==> src/rtl/sniff_pkg.sv <==
// Shared types and constants for the SPI sniffer frame packer.
package sniff_pkg;

    // Decoder events as they sit in the event queue
    typedef enum logic [1:0] {
        EV_START = 2'd0,
        EV_END   = 2'd1,
        EV_DATA  = 2'd2
    } ev_type_t;

    typedef struct packed {
        ev_type_t   ev;
        logic [7:0] mosi;
        logic [7:0] miso;
    } ev_entry_t;

    // Framing defaults
    localparam logic [7:0] SOF_DEFAULT     = 8'h7E;
    localparam logic [7:0] ESC_DEFAULT     = 8'h7D;
    localparam logic [7:0] ESC_XOR_DEFAULT = 8'h20;

    // Bit positions inside the trailer flags byte
    localparam int FLAG_DROP  = 0;
    localparam int FLAG_TRUNC = 1;
    localparam int FLAG_SAT   = 2;

    // Each state names the byte currently held in the output register
    typedef enum logic [3:0] {
        ST_IDLE,
        ST_HDR_SOF,
        ST_HDR_SEQ,
        ST_D_MOSI,
        ST_D_MISO,
        ST_T_CNTH,
        ST_T_CNTL,
        ST_T_FLAGS,
        ST_T_EOF,
        ST_ESC2
    } fsm_state_t;

    // A byte between delimiters must be escaped if it looks like framing
    function automatic logic needs_esc(input logic [7:0] b,
                                       input logic [7:0] sof,
                                       input logic [7:0] esc);
        return (b == sof) || (b == esc);
    endfunction

endpackage

==> src/rtl/sniff_frame_packer_if.sv <==
// Byte write port toward the UART TX FIFO.
interface sniff_frame_packer_if;
    logic       fifo_wr_en;
    logic [7:0] fifo_wr_data;
    logic       fifo_full;

    modport master (output fifo_wr_en, output fifo_wr_data, input fifo_full);
    modport slave  (input fifo_wr_en, input fifo_wr_data, output fifo_full);
endinterface

==> src/rtl/sniff_event_queue.sv <==
// Event queue: up to three pushes per cycle (DATA, END, START in that order),
// one pop per cycle. DATA keeps two entries in reserve for control events.
module sniff_event_queue
    import sniff_pkg::*;
#(
    parameter int QDEPTH = 8
) (
    input  logic                      clk_50m,
    input  logic                      rst,
    input  logic                      push_data,
    input  logic                      push_end,
    input  logic                      push_start,
    input  logic [7:0]                mosi_data,
    input  logic [7:0]                miso_data,
    input  logic                      pop,
    output ev_entry_t                 head,
    output logic [$clog2(QDEPTH):0]   free,
    output logic                      refused
);
    localparam int AW = $clog2(QDEPTH);
    localparam int CW = AW + 1;

    ev_entry_t     mem [QDEPTH];
    logic [AW-1:0] wr_ptr_reg;
    logic [AW-1:0] rd_ptr_reg;
    logic [CW-1:0] count_reg;

    logic          acc_data;
    logic          acc_end;
    logic          acc_start;
    logic [CW-1:0] free_after_data;
    logic [CW-1:0] free_after_end;
    logic [AW-1:0] slot_end;
    logic [AW-1:0] slot_start;
    logic [CW-1:0] n_push;
    logic          do_pop;

    // Admission: each accepted push consumes space before the next is judged
    always_comb begin
        free            = CW'(QDEPTH) - count_reg;
        acc_data        = push_data && (free >= CW'(3));
        free_after_data = free - CW'(acc_data);
        acc_end         = push_end && (free_after_data != '0);
        free_after_end  = free_after_data - CW'(acc_end);
        acc_start       = push_start && (free_after_end != '0);
        slot_end        = wr_ptr_reg + AW'(acc_data);
        slot_start      = slot_end + AW'(acc_end);
        n_push          = CW'(acc_data) + CW'(acc_end) + CW'(acc_start);
        do_pop          = pop && (count_reg != '0);
        refused         = (push_data && !acc_data) || (push_end && !acc_end) ||
                          (push_start && !acc_start);
    end

    // Pointers and occupancy
    always_ff @(posedge clk_50m) begin
        if (rst) begin
            wr_ptr_reg <= '0;
            rd_ptr_reg <= '0;
            count_reg  <= '0;
        end else begin
            wr_ptr_reg <= wr_ptr_reg + AW'(n_push);
            rd_ptr_reg <= rd_ptr_reg + AW'(do_pop);
            count_reg  <= count_reg + n_push - CW'(do_pop);
        end
    end

    // Entry storage; accepted pushes land in consecutive slots
    always_ff @(posedge clk_50m) begin
        for (int i = 0; i < QDEPTH; i++) begin
            if (acc_data && wr_ptr_reg == AW'(i))
                mem[i] <= '{ev: EV_DATA, mosi: mosi_data, miso: miso_data};
            else if (acc_end && slot_end == AW'(i))
                mem[i] <= '{ev: EV_END, mosi: 8'h00, miso: 8'h00};
            else if (acc_start && slot_start == AW'(i))
                mem[i] <= '{ev: EV_START, mosi: 8'h00, miso: 8'h00};
        end
    end

    assign head = mem[rd_ptr_reg];

endmodule

==> src/rtl/sniff_frame_packer.sv <==
// Turns sniffer events into byte-stuffed frames, one byte per cycle into the
// UART TX FIFO. The output register always holds the byte named by state_reg.
module sniff_frame_packer
    import sniff_pkg::*;
#(
    parameter int         QDEPTH  = 8,
    parameter logic [7:0] SOF     = SOF_DEFAULT,
    parameter logic [7:0] ESC     = ESC_DEFAULT,
    parameter logic [7:0] ESC_XOR = ESC_XOR_DEFAULT
) (
    input  logic                        clk_50m,
    input  logic                        rst,
    input  logic                        cs_start,
    input  logic                        cs_end,
    input  logic                        data_valid,
    input  logic [7:0]                  mosi_data,
    input  logic [7:0]                  miso_data,
    sniff_frame_packer_if.master        fifo,
    output logic                        fifo_full_error
);
    localparam int QW = $clog2(QDEPTH) + 1;

    ev_entry_t   head;
    logic [QW-1:0] q_free;
    logic        q_empty;
    logic        refused;
    logic        pop;

    fsm_state_t  state_reg, state_next;
    fsm_state_t  saved_reg, saved_next;
    fsm_state_t  step;
    logic [7:0]  byte_reg, byte_next;
    logic [7:0]  esc_val_reg, esc_val_next;
    logic        esc_due_reg, esc_due_next;
    logic [7:0]  seq_reg, seq_next;
    logic [7:0]  miso_reg, miso_next;
    logic [15:0] cnt_reg, cnt_next;
    logic        in_frame_reg, in_frame_next;
    logic        drop_reg, drop_next;
    logic        trunc_reg, trunc_next;
    logic        err_reg, err_next;

    logic        advance;
    logic        go_esc2;
    logic        fresh;
    logic        dispatch;
    logic        trunc_set;
    logic [7:0]  raw;
    logic        escapable;

    sniff_event_queue #(.QDEPTH(QDEPTH)) u_queue (
        .clk_50m    (clk_50m),
        .rst        (rst),
        .push_data  (data_valid),
        .push_end   (cs_end),
        .push_start (cs_start),
        .mosi_data  (mosi_data),
        .miso_data  (miso_data),
        .pop        (pop),
        .head       (head),
        .free       (q_free),
        .refused    (refused)
    );

    assign q_empty = (q_free == QW'(QDEPTH));

    // State and datapath registers
    always_ff @(posedge clk_50m) begin
        if (rst) begin
            state_reg    <= ST_IDLE;
            saved_reg    <= ST_IDLE;
            byte_reg     <= 8'h00;
            esc_val_reg  <= 8'h00;
            esc_due_reg  <= 1'b0;
            seq_reg      <= 8'h00;
            miso_reg     <= 8'h00;
            cnt_reg      <= 16'h0000;
            in_frame_reg <= 1'b0;
            drop_reg     <= 1'b0;
            trunc_reg    <= 1'b0;
            err_reg      <= 1'b0;
        end else begin
            state_reg    <= state_next;
            saved_reg    <= saved_next;
            byte_reg     <= byte_next;
            esc_val_reg  <= esc_val_next;
            esc_due_reg  <= esc_due_next;
            seq_reg      <= seq_next;
            miso_reg     <= miso_next;
            cnt_reg      <= cnt_next;
            in_frame_reg <= in_frame_next;
            drop_reg     <= drop_next;
            trunc_reg    <= trunc_next;
            err_reg      <= err_next;
        end
    end

    // Next state: advance once the held byte is taken; frame-ending states
    // dispatch the queue head directly so back-to-back pairs see no bubble
    always_comb begin
        state_next = state_reg;
        saved_next = saved_reg;
        pop        = 1'b0;
        trunc_set  = 1'b0;
        go_esc2    = 1'b0;
        fresh      = 1'b0;
        dispatch   = 1'b0;
        advance    = (state_reg == ST_IDLE) || !fifo.fifo_full;
        step       = (state_reg == ST_ESC2) ? saved_reg : state_reg;
        if (advance) begin
            if (state_reg != ST_IDLE && esc_due_reg) begin
                go_esc2    = 1'b1;
                state_next = ST_ESC2;
                saved_next = state_reg;
            end else begin
                case (step)
                    ST_HDR_SOF: state_next = ST_HDR_SEQ;
                    ST_D_MOSI:  state_next = ST_D_MISO;
                    ST_T_CNTH:  state_next = ST_T_CNTL;
                    ST_T_CNTL:  state_next = ST_T_FLAGS;
                    ST_T_FLAGS: state_next = ST_T_EOF;
                    default:    dispatch   = 1'b1;
                endcase
                if (dispatch) begin
                    state_next = ST_IDLE;
                    if (!q_empty) begin
                        case (head.ev)
                            EV_START: begin
                                // A START inside a frame closes it first and
                                // stays queued until the trailer is out
                                if (in_frame_reg) begin
                                    state_next = ST_T_CNTH;
                                    trunc_set  = 1'b1;
                                end else begin
                                    state_next = ST_HDR_SOF;
                                    pop        = 1'b1;
                                end
                            end
                            EV_DATA: begin
                                pop = 1'b1;
                                if (in_frame_reg) state_next = ST_D_MOSI;
                            end
                            default: begin
                                pop = 1'b1;
                                if (in_frame_reg) state_next = ST_T_CNTH;
                            end
                        endcase
                    end
                end
                fresh = (state_next != ST_IDLE);
            end
        end
    end

    // Output byte and frame bookkeeping for the state being entered
    always_comb begin
        byte_next     = byte_reg;
        esc_val_next  = esc_val_reg;
        esc_due_next  = esc_due_reg;
        seq_next      = seq_reg;
        miso_next     = miso_reg;
        cnt_next      = cnt_reg;
        in_frame_next = in_frame_reg;
        drop_next     = drop_reg;
        trunc_next    = trunc_reg;
        raw           = 8'h00;
        escapable     = 1'b1;
        if (go_esc2) begin
            byte_next    = esc_val_reg;
            esc_due_next = 1'b0;
        end
        if (fresh) begin
            case (state_next)
                ST_HDR_SOF: begin
                    raw           = SOF;
                    escapable     = 1'b0;
                    in_frame_next = 1'b1;
                    cnt_next      = 16'h0000;
                    drop_next     = 1'b0;
                    trunc_next    = 1'b0;
                end
                ST_HDR_SEQ: begin
                    raw      = seq_reg;
                    seq_next = seq_reg + 8'd1;
                end
                ST_D_MOSI: begin
                    raw       = head.mosi;
                    miso_next = head.miso;
                    cnt_next  = (cnt_reg == 16'hFFFF) ? cnt_reg : cnt_reg + 16'd1;
                end
                ST_D_MISO: raw = miso_reg;
                ST_T_CNTH: begin
                    raw = cnt_reg[15:8];
                    if (trunc_set) trunc_next = 1'b1;
                end
                ST_T_CNTL: raw = cnt_reg[7:0];
                ST_T_FLAGS: begin
                    raw[FLAG_DROP]  = drop_reg;
                    raw[FLAG_TRUNC] = trunc_reg;
                    raw[FLAG_SAT]   = (cnt_reg == 16'hFFFF);
                end
                ST_T_EOF: begin
                    raw           = SOF;
                    escapable     = 1'b0;
                    in_frame_next = 1'b0;
                end
                default: raw = 8'h00;
            endcase
            if (escapable && needs_esc(raw, SOF, ESC)) begin
                byte_next    = ESC;
                esc_due_next = 1'b1;
                esc_val_next = raw ^ ESC_XOR;
            end else begin
                byte_next    = raw;
                esc_due_next = 1'b0;
            end
        end
        // A refused event marks the current frame even if a header clears it
        if (refused) drop_next = 1'b1;
        err_next = err_reg | refused;
    end

    // Write strobe is gated by full in the same cycle; the byte is registered
    assign fifo.fifo_wr_en   = (state_reg != ST_IDLE) && !fifo.fifo_full;
    assign fifo.fifo_wr_data = byte_reg;
    assign fifo_full_error   = err_reg;

endmodule
==> src/flat_wrapper.sv <==
// flat-port wrapper written by rule: the top's interface ports become plain ports
module sniff_frame_packer_flat import sniff_pkg::*;
#(
    parameter int         QDEPTH  = 8,
    parameter logic [7:0] SOF     = SOF_DEFAULT,
    parameter logic [7:0] ESC     = ESC_DEFAULT,
    parameter logic [7:0] ESC_XOR = ESC_XOR_DEFAULT
)
  (clk_50m, rst, cs_start, cs_end, data_valid, mosi_data, miso_data, fifo_full_error, fifo_fifo_wr_en, fifo_fifo_wr_data, fifo_fifo_full);
  sniff_frame_packer_if fifo_i ();
  input  logic clk_50m;
  input  logic rst;
  input  logic cs_start;
  input  logic cs_end;
  input  logic data_valid;
  input  logic [7:0] mosi_data;
  input  logic [7:0] miso_data;
  output logic fifo_full_error;
  output wire logic [$bits(fifo_i.fifo_wr_en)-1:0] fifo_fifo_wr_en;
  output wire logic [$bits(fifo_i.fifo_wr_data)-1:0] fifo_fifo_wr_data;
  input wire logic [$bits(fifo_i.fifo_full)-1:0] fifo_fifo_full;
  assign fifo_fifo_wr_en = fifo_i.fifo_wr_en;
  assign fifo_fifo_wr_data = fifo_i.fifo_wr_data;
  assign fifo_i.fifo_full = fifo_fifo_full;
  sniff_frame_packer #(.QDEPTH(QDEPTH), .SOF(SOF), .ESC(ESC), .ESC_XOR(ESC_XOR)) u_core (.clk_50m(clk_50m), .rst(rst), .cs_start(cs_start), .cs_end(cs_end), .data_valid(data_valid), .mosi_data(mosi_data), .miso_data(miso_data), .fifo(fifo_i), .fifo_full_error(fifo_full_error));
endmodule
==> config.mk <==
export PLATFORM = sky130hd
export DESIGN_NAME = sniff_frame_packer_flat
export DESIGN_NICKNAME = d
export VERILOG_FILES = /design/src/rtl/sniff_pkg.sv /design/src/rtl/sniff_frame_packer_if.sv /design/src/rtl/sniff_event_queue.sv /design/src/rtl/sniff_frame_packer.sv /design/src/flat_wrapper.sv
export SDC_FILE = /design/constraint.sdc
export NUM_CORES = 1
export LEC_CHECK = 0
export CORE_MARGIN = 2
export CORE_UTILIZATION = 50
export CTS_CLUSTER_DIAMETER = 60
export DETAILED_ROUTE_END_ITERATION = 8
export GPL_ROUTABILITY_DRIVEN = 0
export GPL_TIMING_DRIVEN = 0
export PLACE_DENSITY = 0.76
export SLEW_MARGIN = 30
export SYNTH_ARGS = -nofsm -noshare
export SYNTH_HDL_FRONTEND = slang
export SYNTH_SLANG_ARGS = --single-unit
==> constraint.sdc <==
create_clock -name clk_50m -period 9.15 [get_ports clk_50m]
set_input_delay 2.2875 -clock clk_50m [delete_from_list [all_inputs] [get_ports clk_50m]]
set_output_delay 2.2875 -clock clk_50m [all_outputs]
set_load 0.005 [all_outputs]
==> impl_metrics.json <==
{
  "clk_path_buf_depth": 3,
  "slew_headroom": 0.4268,
  "routedWlPerCell_um": 18.57,
  "clk_latency_ns": 0.53,
  "synth_edf_count": 127,
  "finalWirelength_mm": 24.05,
  "dpl_cell_area_um2": 11430,
  "cts_resized": 0,
  "syn2layout_area_growth_pct": 14.04,
  "diodes": 0,
  "cts-root-buf": "clkbuf_16",
  "crit_fanout": 10,
  "hold_buffers": 0,
  "outcome": "completed",
  "multi_input_area_um2": 4835,
  "rsz0062_at_grt": "false",
  "syn_area_um2": 10740,
  "fillCellCount": 1717,
  "period_share": 0.6815,
  "layout.nets": 1047,
  "start_kind": "primary input",
  "die_w_um": 150.6,
  "hpwl_mm": 16.45,
  "grt_overflow_total": 0,
  "syn-num-nets": 988,
  "grt_pass1_wl_mm": 38.34,
  "ys_seq_elements": 215,
  "drv_cap": 0,
  "power_density_nw_per_um2": 383.1,
  "required_ns": 9.40,
  "utilization": 0.5826,
  "fmax_mhz": 160.4,
  "antenna_found_initial": 0,
  "hold_viol": 0,
  "cts_tree": "yes",
  "die_area_um2": 22670,
  "fp.dieH_um": 150.6,
  "skew_ns": 0.02156,
  "syn_area_per_cell_um2": 11.39,
  "grt_usage": 0.2180,
  "ios": 32,
  "place.port_buffers": 30,
  "first_pass_iters": 4,
  "arrival_ns": 6.49,
  "setup_tns_ns": 0,
  "path_class": "primary input to register",
  "min_period_ns": 6.235,
  "clock_sinks": 215,
  "postRouteAntennaNets": 0,
  "largest_reg_flops": 144,
  "rows": 53,
  "post_cts_buffers": 0,
  "yosys_most_used_dff": "edfxtp_1",
  "power_leakage_uw": 0.004272,
  "synth.yosys.seq_area_share": 0.5192,
  "vdd_drop_max_mv": 0.2687,
  "critPathCaptureType": "register",
  "first_iter_violations": 538,
  "grt_pass1_vias": 7357,
  "initial_core_util": 0.5109,
  "grt_start_max_net_pins": 19,
  "path_clk_slew_ns": 0.06,
  "slew_violations": 0,
  "coreArea_um2": 21020,
  "htreeDepth": 1,
  "fin_area_um2": 12250,
  "drive_gt1_frac": 0.1216,
  "seqCellArea_um2": 5575,
  "hold_path.class": "register to register",
  "ys_types": 79,
  "route.detailed.drc": 0,
  "num_vias": 7431,
  "cts-buffers-inserted": 24,
  "yosys_warnings": 0,
  "netlist_instances": 943,
  "synthArstFlopShare": 0,
  "setup_viol": 0,
  "vias_per_cell": 5.738,
  "worst_pin_slew_ns": 0.8598
}
power by group:
part	switching [µW]	internal, µW
logic	1350	779
registers	97.8	1490
clock network	387	591
worst max-delay path: stages:
cell,delay [ns]
clkdlybuf4s50_1,0.49
nand2b_1,0.14
inv_1,0.17
ha_1,0.18
nor3b_1,0.23
xor2_1,0.23
nand4_1,0.14
and2_1,0.25
ha_1,0.22
xor2_1,0.16
nand4_1,0.12
and2_1,0.20
nand2b_1,0.13
o31ai_1,0.25
and2_0,0.57
clkbuf_1,0.59
inv_1,0.12
cell usage after synthesis, types with 3 or more instances:
master | count | area [µm²]
xor2_1 | 16 | 140.1
mux4_2 | 33 | 743.2
a21oi_1 | 40 | 200.2
o21a_1 | 3 | 22.52
nor2_1 | 74 | 277.8
clkbuf_1 | 28 | 105.1
buf_2 | 13 | 65.06
nor3_1 | 15 | 75.07
and2_0 | 4 | 25.02
o22a_1 | 3 | 26.28
a2bb2oi_1 | 3 | 26.28
and2_1 | 8 | 50.05
and3_1 | 9 | 56.30
nand4_1 | 12 | 75.07
nor3b_1 | 6 | 45.04
mux2_2 | 8 | 90.09
o31ai_1 | 4 | 30.03
nand2b_1 | 20 | 125.1
a211o_1 | 3 | 26.28
ha_1 | 20 | 250.2
dfxtp_1 | 88 | 1762
o21ai_0 | 12 | 60.06
o22ai_1 | 4 | 25.02
o211ai_1 | 4 | 30.03
fa_1 | 3 | 60.06
inv_1 | 36 | 135.1
or3_1 | 9 | 56.30
a21o_1 | 4 | 30.03
nand2_1 | 72 | 270.3
xnor2_1 | 13 | 113.9
edfxtp_1 | 127 | 3814
mux2i_1 | 39 | 390.4
nand3_1 | 14 | 70.07
nor2b_1 | 124 | 775.7
a211oi_1 | 14 | 105.1
final cells by class:
cell class | instances | area share
Buffer | 46 | 0.01767
Clock buffer | 37 | 0.05793
Clock inverter | 7 | 0.008173
Inverter | 36 | 0.01103
Multi-Input combinational cell | 646 | 0.3948
Sequential cell | 215 | 0.4553
Tap cell | 275 | 0.02810
Timing Repair Buffer | 33 | 0.02707
logic make-up after synthesis:
kind of cell	after synthesis	share of synthesized area
AND/OR/NAND/NOR	389	0.1971
flip-flops	215	0.5192
AO/OA/AOI/OAI	125	0.08447
buffers and inverters	82	0.03274
multiplexers	80	0.1139
XOR/XNOR	29	0.02365
adder cells (fa/ha/maj)	23	0.02889
placed cells by master (no fill, tap or decap), types with 9 or more instances in the layout:
cell / netlist / routed
a211oi_1: 14 / 14
a21oi_1: 40 / 40
and3_1: 9 / 9
buf_2: 13 / 14
clkbuf_1: 28 / 35
clkbuf_16: 0 / 24
clkdlybuf4s50_1: 0 / 30
dfxtp_1: 88 / 88
edfxtp_1: 127 / 127
ha_1: 20 / 20
inv_1: 36 / 36
mux2i_1: 39 / 39
mux4_2: 33 / 33
nand2_1: 72 / 72
nand2b_1: 20 / 14
nand3_1: 14 / 14
nand4_1: 12 / 12
nor2_1: 74 / 74
nor2b_1: 124 / 124
nor3_1: 15 / 15
o21ai_0: 12 / 12
or3_1: 9 / 9
xnor2_1: 13 / 13
xor2_1: 16 / 16
per-stage QoR:
step / total power (µW) / hold WS, ns / worst slack, ns / cells
2_1_floorplan: 3079 / 0.4220 / 3.411 / 943
3_5_place_dp: 3714 / 0.4419 / 2.430 / 1250
5_1_grt: 4973 / 0.4737 / 2.567 / 1295
6_report: 4691 / 0.4487 / 2.915 / 1295
3_3_place_gp: 3643 / 0.4297 / 2.151 / 1248
4_1_cts: 4698 / 0.4512 / 2.939 / 1294
layer usage:
layer	wire (µm)	part of all wire	GRT usage	vias to the layer above
met4	719	0.030	0.06745	0
met5	0	0	0	-
met3	1515	0.063	0.03848	50
met1	10090	0.42	0.2815	3617
met2	11720	0.49	0.3745	241
li1	-	-	-	3523
path summary, 6_finish.rpt:
path,from,endpoint,slack (ns),depth (start not counted)
setup reg to reg,u_core.u_queue.count_reg[0]$_SDFF_PP0_,u_core.u_queue.mem[0][17]$_SDFFCE_PP0P_,3.83,20
hold / removal,u_core.esc_val_reg[3]$_SDFFE_PP0P_,u_core.esc_val_reg[3]$_SDFFE_PP0P_,0.45,2
hold reg to reg,u_core.esc_val_reg[3]$_SDFFE_PP0P_,u_core.esc_val_reg[3]$_SDFFE_PP0P_,0.45,2
setup / recovery,data_valid,u_core.u_queue.mem[0][17]$_SDFFCE_PP0P_,2.91,17
Note: power is estimated with default switching activity, not from simulation.
